### src/rtl/hit_judge.sv
// rtl/hit_judge.sv - rhythm-game hit judge: pad conditioning, slot FSM and score keeping
// Buttons are synchronized and debounced; verdicts register one cycle after the press pulse.
module hit_judge #(
  parameter logic [19:0] DEBOUNCE_CYCLES = 20'd500000
) (
  input  logic        clk,
  input  logic        rst,
  input  logic        red_button,
  input  logic        blue_button,
  input  logic        note_R_judge,
  input  logic        note_B_judge,
  input  logic [2:0]  offset,
  input  logic        finish,
  output logic        delete,
  output logic [1:0]  judge_result,
  output logic [7:0]  combo,
  output logic [7:0]  max_combo,
  output logic [15:0] score,
  output logic [7:0]  miss_count
);

  typedef enum logic [1:0] {S_IDLE, S_ARMED, S_DONE, S_FIN} state_t;

  localparam logic [1:0] RES_NONE  = 2'd0;
  localparam logic [1:0] RES_HIT   = 2'd1;
  localparam logic [1:0] RES_MISS  = 2'd2;
  localparam logic [1:0] RES_WRONG = 2'd3;

  logic [1:0] w_raw;
  logic [1:0] w_press;

  assign w_raw = {blue_button, red_button};

  // Index 0 is the red pad, index 1 the blue pad.
  for (genvar g = 0; g < 2; g++) begin : g_pad
    logic        r_sync1;
    logic        r_sync2;
    logic        r_deb;
    logic        r_deb_d;
    logic [19:0] r_cnt;

    always_ff @(posedge clk) begin
      if (!rst) begin
        r_sync1 <= 1'b0;
        r_sync2 <= 1'b0;
        r_deb   <= 1'b0;
        r_deb_d <= 1'b0;
        r_cnt   <= 20'd0;
      end else begin
        r_sync1 <= w_raw[g];
        r_sync2 <= r_sync1;
        r_deb_d <= r_deb;
        if (r_sync2 == r_deb) begin
          r_cnt <= 20'd0;
        end else if (r_cnt == DEBOUNCE_CYCLES - 20'd1) begin
          r_deb <= r_sync2;
          r_cnt <= 20'd0;
        end else begin
          r_cnt <= r_cnt + 20'd1;
        end
      end
    end

    assign w_press[g] = r_deb & ~r_deb_d;
  end

  logic [2:0]  r_offset_prev;
  state_t      r_state;
  logic        r_delete;
  logic [1:0]  r_result;
  logic [7:0]  r_combo;
  logic [7:0]  r_max_combo;
  logic [15:0] r_score;
  logic [7:0]  r_miss;

  logic        w_adv;
  logic        w_note;
  logic        w_any_press;
  logic        w_hit;
  logic [7:0]  w_combo_inc;
  logic [7:0]  w_miss_inc;
  logic [16:0] w_score_sum;
  logic [15:0] w_score_next;

  assign w_adv       = (r_offset_prev == 3'd6) && (offset == 3'd0);
  assign w_note      = note_R_judge | note_B_judge;
  assign w_any_press = |w_press;
  // A simultaneous red+blue press never counts as a hit, even with both notes present.
  assign w_hit       = (w_press[0] & ~w_press[1] & note_R_judge) |
                       (w_press[1] & ~w_press[0] & note_B_judge);
  assign w_combo_inc  = (r_combo == 8'hFF) ? r_combo : r_combo + 8'd1;
  assign w_miss_inc   = (r_miss == 8'hFF) ? r_miss : r_miss + 8'd1;
  assign w_score_sum  = {1'b0, r_score} + ((r_combo < 8'd10) ? 17'd1 : 17'd2);
  assign w_score_next = w_score_sum[16] ? 16'hFFFF : w_score_sum[15:0];

  always_ff @(posedge clk) begin
    if (!rst) begin
      r_offset_prev <= 3'd0;
      r_state       <= S_IDLE;
      r_delete      <= 1'b0;
      r_result      <= RES_NONE;
      r_combo       <= 8'd0;
      r_max_combo   <= 8'd0;
      r_score       <= 16'd0;
      r_miss        <= 8'd0;
    end else begin
      r_offset_prev <= offset;
      r_delete      <= 1'b0;
      if (finish) begin
        r_state <= S_FIN;
      end else begin
        case (r_state)
          S_IDLE: begin
            if (w_note) r_state <= S_ARMED;
          end
          S_ARMED: begin
            // A press wins over a coincident slot advance.
            if (w_any_press) begin
              r_state <= S_DONE;
              if (w_hit) begin
                r_delete <= 1'b1;
                r_result <= RES_HIT;
                r_score  <= w_score_next;
                r_combo  <= w_combo_inc;
                if (w_combo_inc > r_max_combo) r_max_combo <= w_combo_inc;
              end else begin
                r_result <= RES_WRONG;
                r_combo  <= 8'd0;
                r_miss   <= w_miss_inc;
              end
            end else if (w_adv) begin
              r_result <= RES_MISS;
              r_combo  <= 8'd0;
              r_miss   <= w_miss_inc;
              r_state  <= w_note ? S_ARMED : S_IDLE;
            end
          end
          S_DONE: begin
            if (w_adv) r_state <= w_note ? S_ARMED : S_IDLE;
          end
          S_FIN: begin
            r_state     <= S_IDLE;
            r_result    <= RES_NONE;
            r_combo     <= 8'd0;
            r_max_combo <= 8'd0;
            r_score     <= 16'd0;
            r_miss      <= 8'd0;
          end
          default: r_state <= S_IDLE;
        endcase
      end
    end
  end

  assign delete       = r_delete;
  assign judge_result = r_result;
  assign combo        = r_combo;
  assign max_combo    = r_max_combo;
  assign score        = r_score;
  assign miss_count   = r_miss;

endmodule

### config.mk
export PLATFORM = sky130hd
export DESIGN_NAME = hit_judge
export DESIGN_NICKNAME = d
export VERILOG_FILES = /design/src/rtl/hit_judge.sv
export SDC_FILE = /design/constraint.sdc
export NUM_CORES = 1
export LEC_CHECK = 0
export CAP_MARGIN = 30
export CORE_UTILIZATION = 50
export CTS_BUF_LIST = sky130_fd_sc_hd__clkbuf_8 sky130_fd_sc_hd__clkbuf_16
export CTS_CLUSTER_DIAMETER = 100
export DETAILED_ROUTE_END_ITERATION = 16
export GPL_TIMING_DRIVEN = 0
export PLACE_DENSITY = 0.83
export SLEW_MARGIN = 20
export SYNTH_ARGS = -nofsm -noshare
export SYNTH_HDL_FRONTEND = slang
export SYNTH_SLANG_ARGS = --single-unit
### constraint.sdc
create_clock -name clk -period 3.9 [get_ports clk]
set_input_delay 0.585 -clock clk [delete_from_list [all_inputs] [get_ports clk]]
set_output_delay 0.585 -clock clk [all_outputs]
set_load 0.01 [all_outputs]
==> flow_metrics.py <==
metrics = {
    "die": {
        "io_pins": 53,
        "initial_core_util": 0.528,
        "dieHeight_um": 98.9,
        "num_rows": 34,
        "core_area_um2": 8890,
        "die_w_um": 98.9,
        "die_area_um2": 9780,
    },
    "setup_path": {
        "path_max_fanout": 8,
        "rrSetupSlack_ns": 0.57,
        "path_cells": "ha_1, nand4_1, or2_1, clkbuf_1, mux2_1, ha_1, nor2b_1, o21bai_1, a21oi_1, o211ai_2, mux2i_1",
        "worstPathArrival_ns": 3.62,
        "r2r-start": "combo[0]",
        "slowest_stage": "o211ai_2",
        "cp_slowest_stage_delay_ns": 0.51,
        "startpoint": "combo[0]",
        "cp_common_cell": "ha_1",
        "setup.worst_path.end_class": "flop",
        "critPathLaunchType": "flop",
        "path_class": "reg -> reg",
        "worst_ep_required_time_ns": 4.19,
    },
    "pwr": {
        "power_mw": 1.83,
        "seqPwrFrac": 0.545,
        "power_frac_comb": 0.044,
        "p_per_area_nw_per_um2": 327,
        "irDropWorstVdd_mv": 0.189,
        "internal_power_mw": 1.42,
        "swShare": 0.221,
        "leakagePower_nw": 1.95,
        "p_sw_uw": 403,
        "clkPwrFrac": 0.411,
    },
    "logic_synthesis": {
        "synth_fp_nets": 591,
        "synth_cells": 566,
        "synth_seq_cells": 96,
        "synth_edf_count": 0,
        "syn_avg_cell_area_um2": 8.30,
        "ys_warn_count": 0,
        "synth_cell_types": 57,
        "async_reset_ff_frac": 0,
        "ys_seq_area_frac": 0.409,
        "synth_area_um2": 4700,
        "ys_dominant_reg_cell": "dfxtp_1",
    },
    "global_route": {
        "first_global_vias": 4092,
        "grt_max_degree": 17,
        "grt_overflow": 0,
        "grt_use_total": 0.229,
        "grt_pass1_wl_um": 18300,
        "antenna_found_initial": 0,
    },
    "routing": {
        "drc": 0,
        "vias_per_cell": 5.63,
        "avgRoutedWirePerCell_um": 14.1,
        "routed_wl_um": 10500,
        "drt_iter0_markers": 142,
        "vias": 4175,
        "drtPass1Iterations": 4,
        "ant_nets": 0,
    },
    "layout": {
        "nNetsFinal": 653,
        "fillers": 778,
        "drive_gt1_frac": 0.0490,
        "finalCoreUtilization": 0.627,
        "final_common_cell": "dfxtp_1",
        "stdcell_area_um2": 5580,
        "mostFrequentLayoutCells": "dfxtp_1 (96), nor2_1 (79), clkdlybuf4s50_1 (51), nand2_1 (49), nand3_1 (36)",
        "syn2layout_area_growth_pct": 18.8,
        "n_antenna_cell": 0,
    },
    "sta": {
        "finClkSkew_ns": 0.0104,
        "fin_crit_ns": 3.33,
        "timing.final.hold_violations": 0,
        "finalSetupViolations": 0,
        "worstMarginPinSlew_ns": 0.905,
        "min_period_over_period": 0.853,
        "relSlewSlack": 0.390,
        "max_freq_mhz": 301,
        "rsz0062_at_grt": "false",
        "setup_ws_ns": 0.575,
        "finalSetupTns_ns": 0,
        "drv_slew": 0,
    },
    "clocking": {
        "post_cts_buffers": 0,
        "cts_tree": "yes",
        "hold_buffers": 0,
        "clock_tree.buffer_depth": 2,
        "cts_resized": 0,
        "cts.sinks": 96,
        "root_buffer": "clkbuf_8",
        "clock_latency_ns": 0.36,
        "htree_levels": 3,
        "cts_buffers": 9,
        "clkTransAtPathRegs_ns": 0.09,
    },
    "job": {
        "cap_violations": 0,
    },
    "worst_hold_path": {
        "worstHoldPathType": "reg -> reg",
        "hold_start": "g_pad[1].r_sync1",
    },
    "outcome": {
        "status": "completed",
    },
    "place": {
        "io_buffers": 51,
        "placed_area_um2": 5340,
        "routabilityCongestion": 0.847,
        "dp_slack_ns": 0.627,
        "hpwl_um": 7700,
    },
}
==> cell usage after synthesis (all sizes together), types with 2 or more instances <==
cell type	n	area share
nor2b	2	0.0027
o2bb2ai	8	0.015
o31a	2	0.0037
nand4b	2	0.0037
o21ai	21	0.022
nor4bb	2	0.0043
nand2	49	0.039
a211oi	4	0.0064
inv	24	0.019
o22ai	5	0.0067
nand3	36	0.038
xnor2	14	0.026
mux2	2	0.0048
o31ai	7	0.012
ha	14	0.037
nor4b	2	0.0051
or2	4	0.0053
or4	6	0.0096
a21boi	3	0.0048
and2	12	0.016
nor4	8	0.011
a21o	2	0.0032
nand4	14	0.019
o21a	4	0.0064
a22oi	3	0.0048
clkbuf	14	0.011
buf	7	0.011
and4	4	0.0075
or3	5	0.0067
o211ai	3	0.0059
dfxtp	96	0.41
and3b	2	0.0040
nand2b	4	0.0053
a21oi	28	0.030
nor2	79	0.063
and2b	2	0.0032
a31oi	4	0.0053
and3	12	0.016
nor3	17	0.018
xor2	22	0.041
mux2i	10	0.021
==> power by group through the flow <==
stage | logic (mW) | registers, mW | clock network [mW]
global route | 0.0877 | 0.996 | 0.808
CTS | 0.0802 | 0.995 | 0.771
finish | 0.0808 | 0.995 | 0.750
detailed placement | 0.0795 | 1.02 | 0
global placement | 0.0770 | 1.02 | 0
floorplan | 0.0472 | 1.02 | 0
==> kinds of logic (layout without fill, tap and decap cells) <==
logic type | after synthesis | in the layout | synth area share
AOI/OAI and AO/OA | 99 | 99 | 0.136
buffers and inverters | 45 | 112 | 0.0410
and+or+nand+nor | 263 | 263 | 0.279
muxes | 12 | 12 | 0.0261
xor gates and xnor gates | 36 | 36 | 0.0671
DFF | 96 | 96 | 0.409
adders and majority gates | 15 | 15 | 0.0416
==> path summary, 6_finish.rpt <==
check,endpoint,cells after the start
max,max_combo[4],11
min,g_pad[1].r_sync2,1
max reg2reg,max_combo[4],11
min reg2reg,g_pad[1].r_sync2,1
==> worst max-delay path: cells and delay by family, from the launching register on <==
family / cells / cell delay, ns
and+or+nand+nor: 3 / 0.70
DFF: 1 / 0.48
adders and majority gates: 2 / 0.60
buffers and inverters: 1 / 0.16
muxes: 2 / 0.61
AOI/OAI and AO/OA: 3 / 0.70
==> routing by layer <==
metal  global-route usage  wire length, um  vias up
met4               0.0781              149        0
met3               0.0518              450       13
li1                     -                -     2129
met2                0.395             5000      101
met5                    0                0        -
met1                0.282             4860     1932
==> state kept, by name, summed over array words and instances, names as in the netlist <==
name and count:
combo 8, score 16, max_combo 8, g_pad.r_cnt 40
miss_count 8, g_pad.r_sync1 2, r_state 2, r_offset_prev 3
g_pad.r_deb 2, g_pad.r_sync2 2, g_pad.r_deb_d 2, delete 1
judge_result 2
==> cell type report <==
class | count | area (um^2) | share of cell area
timing repair buffer | 51 | 510 | 0.0915
multi-input combinational | 425 | 2580 | 0.463
buffer | 21 | 103 | 0.0184
inverter | 24 | 90.1 | 0.0162
clock inverter | 5 | 85.1 | 0.0153
tap | 108 | 135 | 0.0242
sequential | 96 | 1920 | 0.345
clock buffer | 11 | 151 | 0.0271
==> through the flow <==
stage | instances | hold slack (ns)
6_report | 741 | 0.460
5_1_grt | 741 | 0.477
4_1_cts | 741 | 0.462
3_5_place_dp | 725 | 0.434
3_3_place_gp | 725 | 0.428
2_1_floorplan | 566 | 0.412
Power figures use the tool's default switching activity.
==> variant, RTL diff (same flow settings) <==
The parameter `DEBOUNCE_CYCLES` goes from 20'd500000 to 20'd250000.
--- a/src/rtl/hit_judge.sv
+++ b/src/rtl/hit_judge.sv
@@ -1,7 +1,7 @@
 // rtl/hit_judge.sv - rhythm-game hit judge: pad conditioning, slot FSM and score keeping
 // Buttons are synchronized and debounced; verdicts register one cycle after the press pulse.
 module hit_judge #(
-  parameter logic [19:0] DEBOUNCE_CYCLES = 20'd500000
+  parameter logic [19:0] DEBOUNCE_CYCLES = 20'd250000
 ) (
   input  logic        clk,
   input  logic        rst,
Behaviour: no difference found for any inputs over 4 cycles, from zero or initial values and one cycle with rst low; that may be too few to reach the edited logic, so the function may still have changed.
==> variant against the unedited design <==
The run now ends with DRC left. Non-clock buffer count increased by 1. Worst hold slack got worse by 0.014 ns. Final cell count decreased by 2.3%. Cell area decreased by 0.40%. Via count decreased by 2.2%. Synthesized area increased by 0.35%. Wire length increased by 2.3%. Total power decreased by 5.6%. Setup slack improved by 0.11 ns. Sequential cell count unchanged. Fmax increased by 3.3%. Count of clock-buffer cells in the layout decreased by 2. Largest power group unchanged.
==> variant: results (changes against the unedited design) <==
drt:
  drt_iter0_drc: 172  # was 142
  routed_via_density: 5.64  # was 5.63
  firstDrtPassIters: 10  # was 4
  drc: 2  # was 0
  routed_wirelength_mm: 10.7  # was 10.5 mm
power:
  switching_share: 0.236  # was 0.221
  leakage_nw: 1.89  # was 1.95 nW
  irDropWorstVdd_v: 0.000161  # was 0.000189 V
min_path:
  hold_path_class: "reg2reg"  # unchanged
  hp-start: "g_pad[0].r_sync1$_SDFF_PN0_"  # was g_pad[1].r_sync1$_SDFF_PN0_
placed_design:
  place.gp.congestion: 0.872  # was 0.847
  numPortBuffers: 51  # unchanged
  placed_cell_area_sq_um: 5360  # was 5340 sq um
  hpwl_mm: 7.72  # was 7.70 mm
  dp_slack_ns: 0.721  # was 0.627 ns
synth:
  syn_nets: 571  # was 591
  synthDistinctLibCells: 60  # was 57
  synthMuxAreaShare: 0.0279  # was 0.0261
  synth-xor-area-share: 0.0725  # was 0.0671
  synthTopCellsByCount: "96 x dfxtp_1, 71 x nor2_1, 47 x nand2_1"  # was 96 x dfxtp_1, 79 x nor2_1, 49 x nand2_1
  ys.flop_type: "dfxtp_1"  # unchanged
  yosys-top-cells-area: "dfxtp_1 41%, nor2_1 5.7%, nand2_1 3.7%"  # was dfxtp_1 41%, nor2_1 6.3%, xor2_1 4.1%
  synth-seq-area-share: 0.408  # was 0.409
  synth-compound-area-share: 0.142  # was 0.136
  synthAdderAreaFrac: 0.0414  # was 0.0416
  yosysWarnings: 0  # unchanged
  async_reset_ff_frac: 0  # unchanged
clock_tree:
  cts_setup_buffers: 0  # unchanged
  htree_levels: 3  # unchanged
  clock-root-buffer: "clkbuf_8"  # unchanged
  insertion_delay_ns: 0.36  # about the same
  cts_buffers: 9  # unchanged
grt:
  antenna_found_initial: 0  # unchanged
  gr-usage-all-layers: 0.223  # was 0.229
  grt_pass1_wl_mm: 17.6  # was 18.3 mm
  grt_use_met3: 0.0376  # was 0.0518
  grt_use_met1: 0.284  # was 0.282
  use_met2: 0.381  # was 0.395
  grt_pass1_vias: 3927  # was 4092
critical_path:
  cpMaxStageDelayCell: "dfxtp_1"  # was o211ai_2
  max_stage_delay_ns: 0.47  # was 0.51 ns
  cp_max_fo: 9  # was 8
  worstReg2RegStart: "combo[1]$_SDFFE_PN0P_"  # was combo[0]$_SDFFE_PN0P_
  cp_top_family: "simple AND/OR/NAND/NOR gates"  # unchanged
  arrival_ns: 3.46  # was 3.62 ns
layout:
  drive_above_1_share: 0.0734  # was 0.0490
  nets: 633  # was 653
status:
  outcome: "complete, but fails checks"  # was completed
  failed_checks: "DRC"
sta:
  finClkSkew_ns: 0.00847  # was 0.0104 ns
  slew_headroom: 0.638  # was 0.390
variant: changes by cell type in the layout (fill, tap and decap cells not counted), sizes merged, moves of 5 or more:
cell	change
a21oi	-12
nor2b	+11
nor2	-7
nor3	-8
clkbuf	-5
a22o	+10
o2bb2ai	-8
o221a	+5
nand3b	+5
o21ai	+6
nand3	-9
xnor2	+5
variant: power by group through the flow:
stage          clock network (W)  registers, W  logic [W]
5_1_grt                 0.000713      0.000993  0.0000832
3_5_place_dp                   0       0.00101  0.0000756
3_3_place_gp                   0       0.00101  0.0000729
4_1_cts                 0.000668      0.000992  0.0000762
6_report                0.000656      0.000991  0.0000764
2_1_floorplan                  0       0.00101  0.0000477
variant: layout make-up:
type / count / area (sq um)
multi-input combinational: 406 / 2590
clock inverter: 7 / 70.1
clock buffer: 9 / 124
fill: 813 / 3640
tap: 111 / 139
sequential: 96 / 1920
inverter: 22 / 82.6
timing repair buffer: 51 / 510
buffer: 22 / 114
variant: metrics by stage:
step | instances | hold slack, ns
detailed placement | 708 | 0.426
finish | 724 | 0.446
global placement | 708 | 0.420
CTS | 724 | 0.441
global route | 724 | 0.458
floorplan | 546 | 0.412
variant: worst paths after layout:
path / end / cells after the start / slack, ns
worst max-delay path: max_combo[4]$_SDFFE_PN0P_ / 12 / 0.68
worst min-delay path: g_pad[0].r_sync2$_SDFF_PN0_ / 1 / 0.45
worst max register to register: max_combo[4]$_SDFFE_PN0P_ / 12 / 0.68
worst min register to register: g_pad[0].r_sync2$_SDFF_PN0_ / 1 / 0.45
variant: per-layer routing:
metal | up-vias | part of all wire
met5 | - | 0
li1 | 2043 | -
met4 | 0 | 0.019
met3 | 17 | 0.037
met2 | 81 | 0.49
met1 | 1943 | 0.46
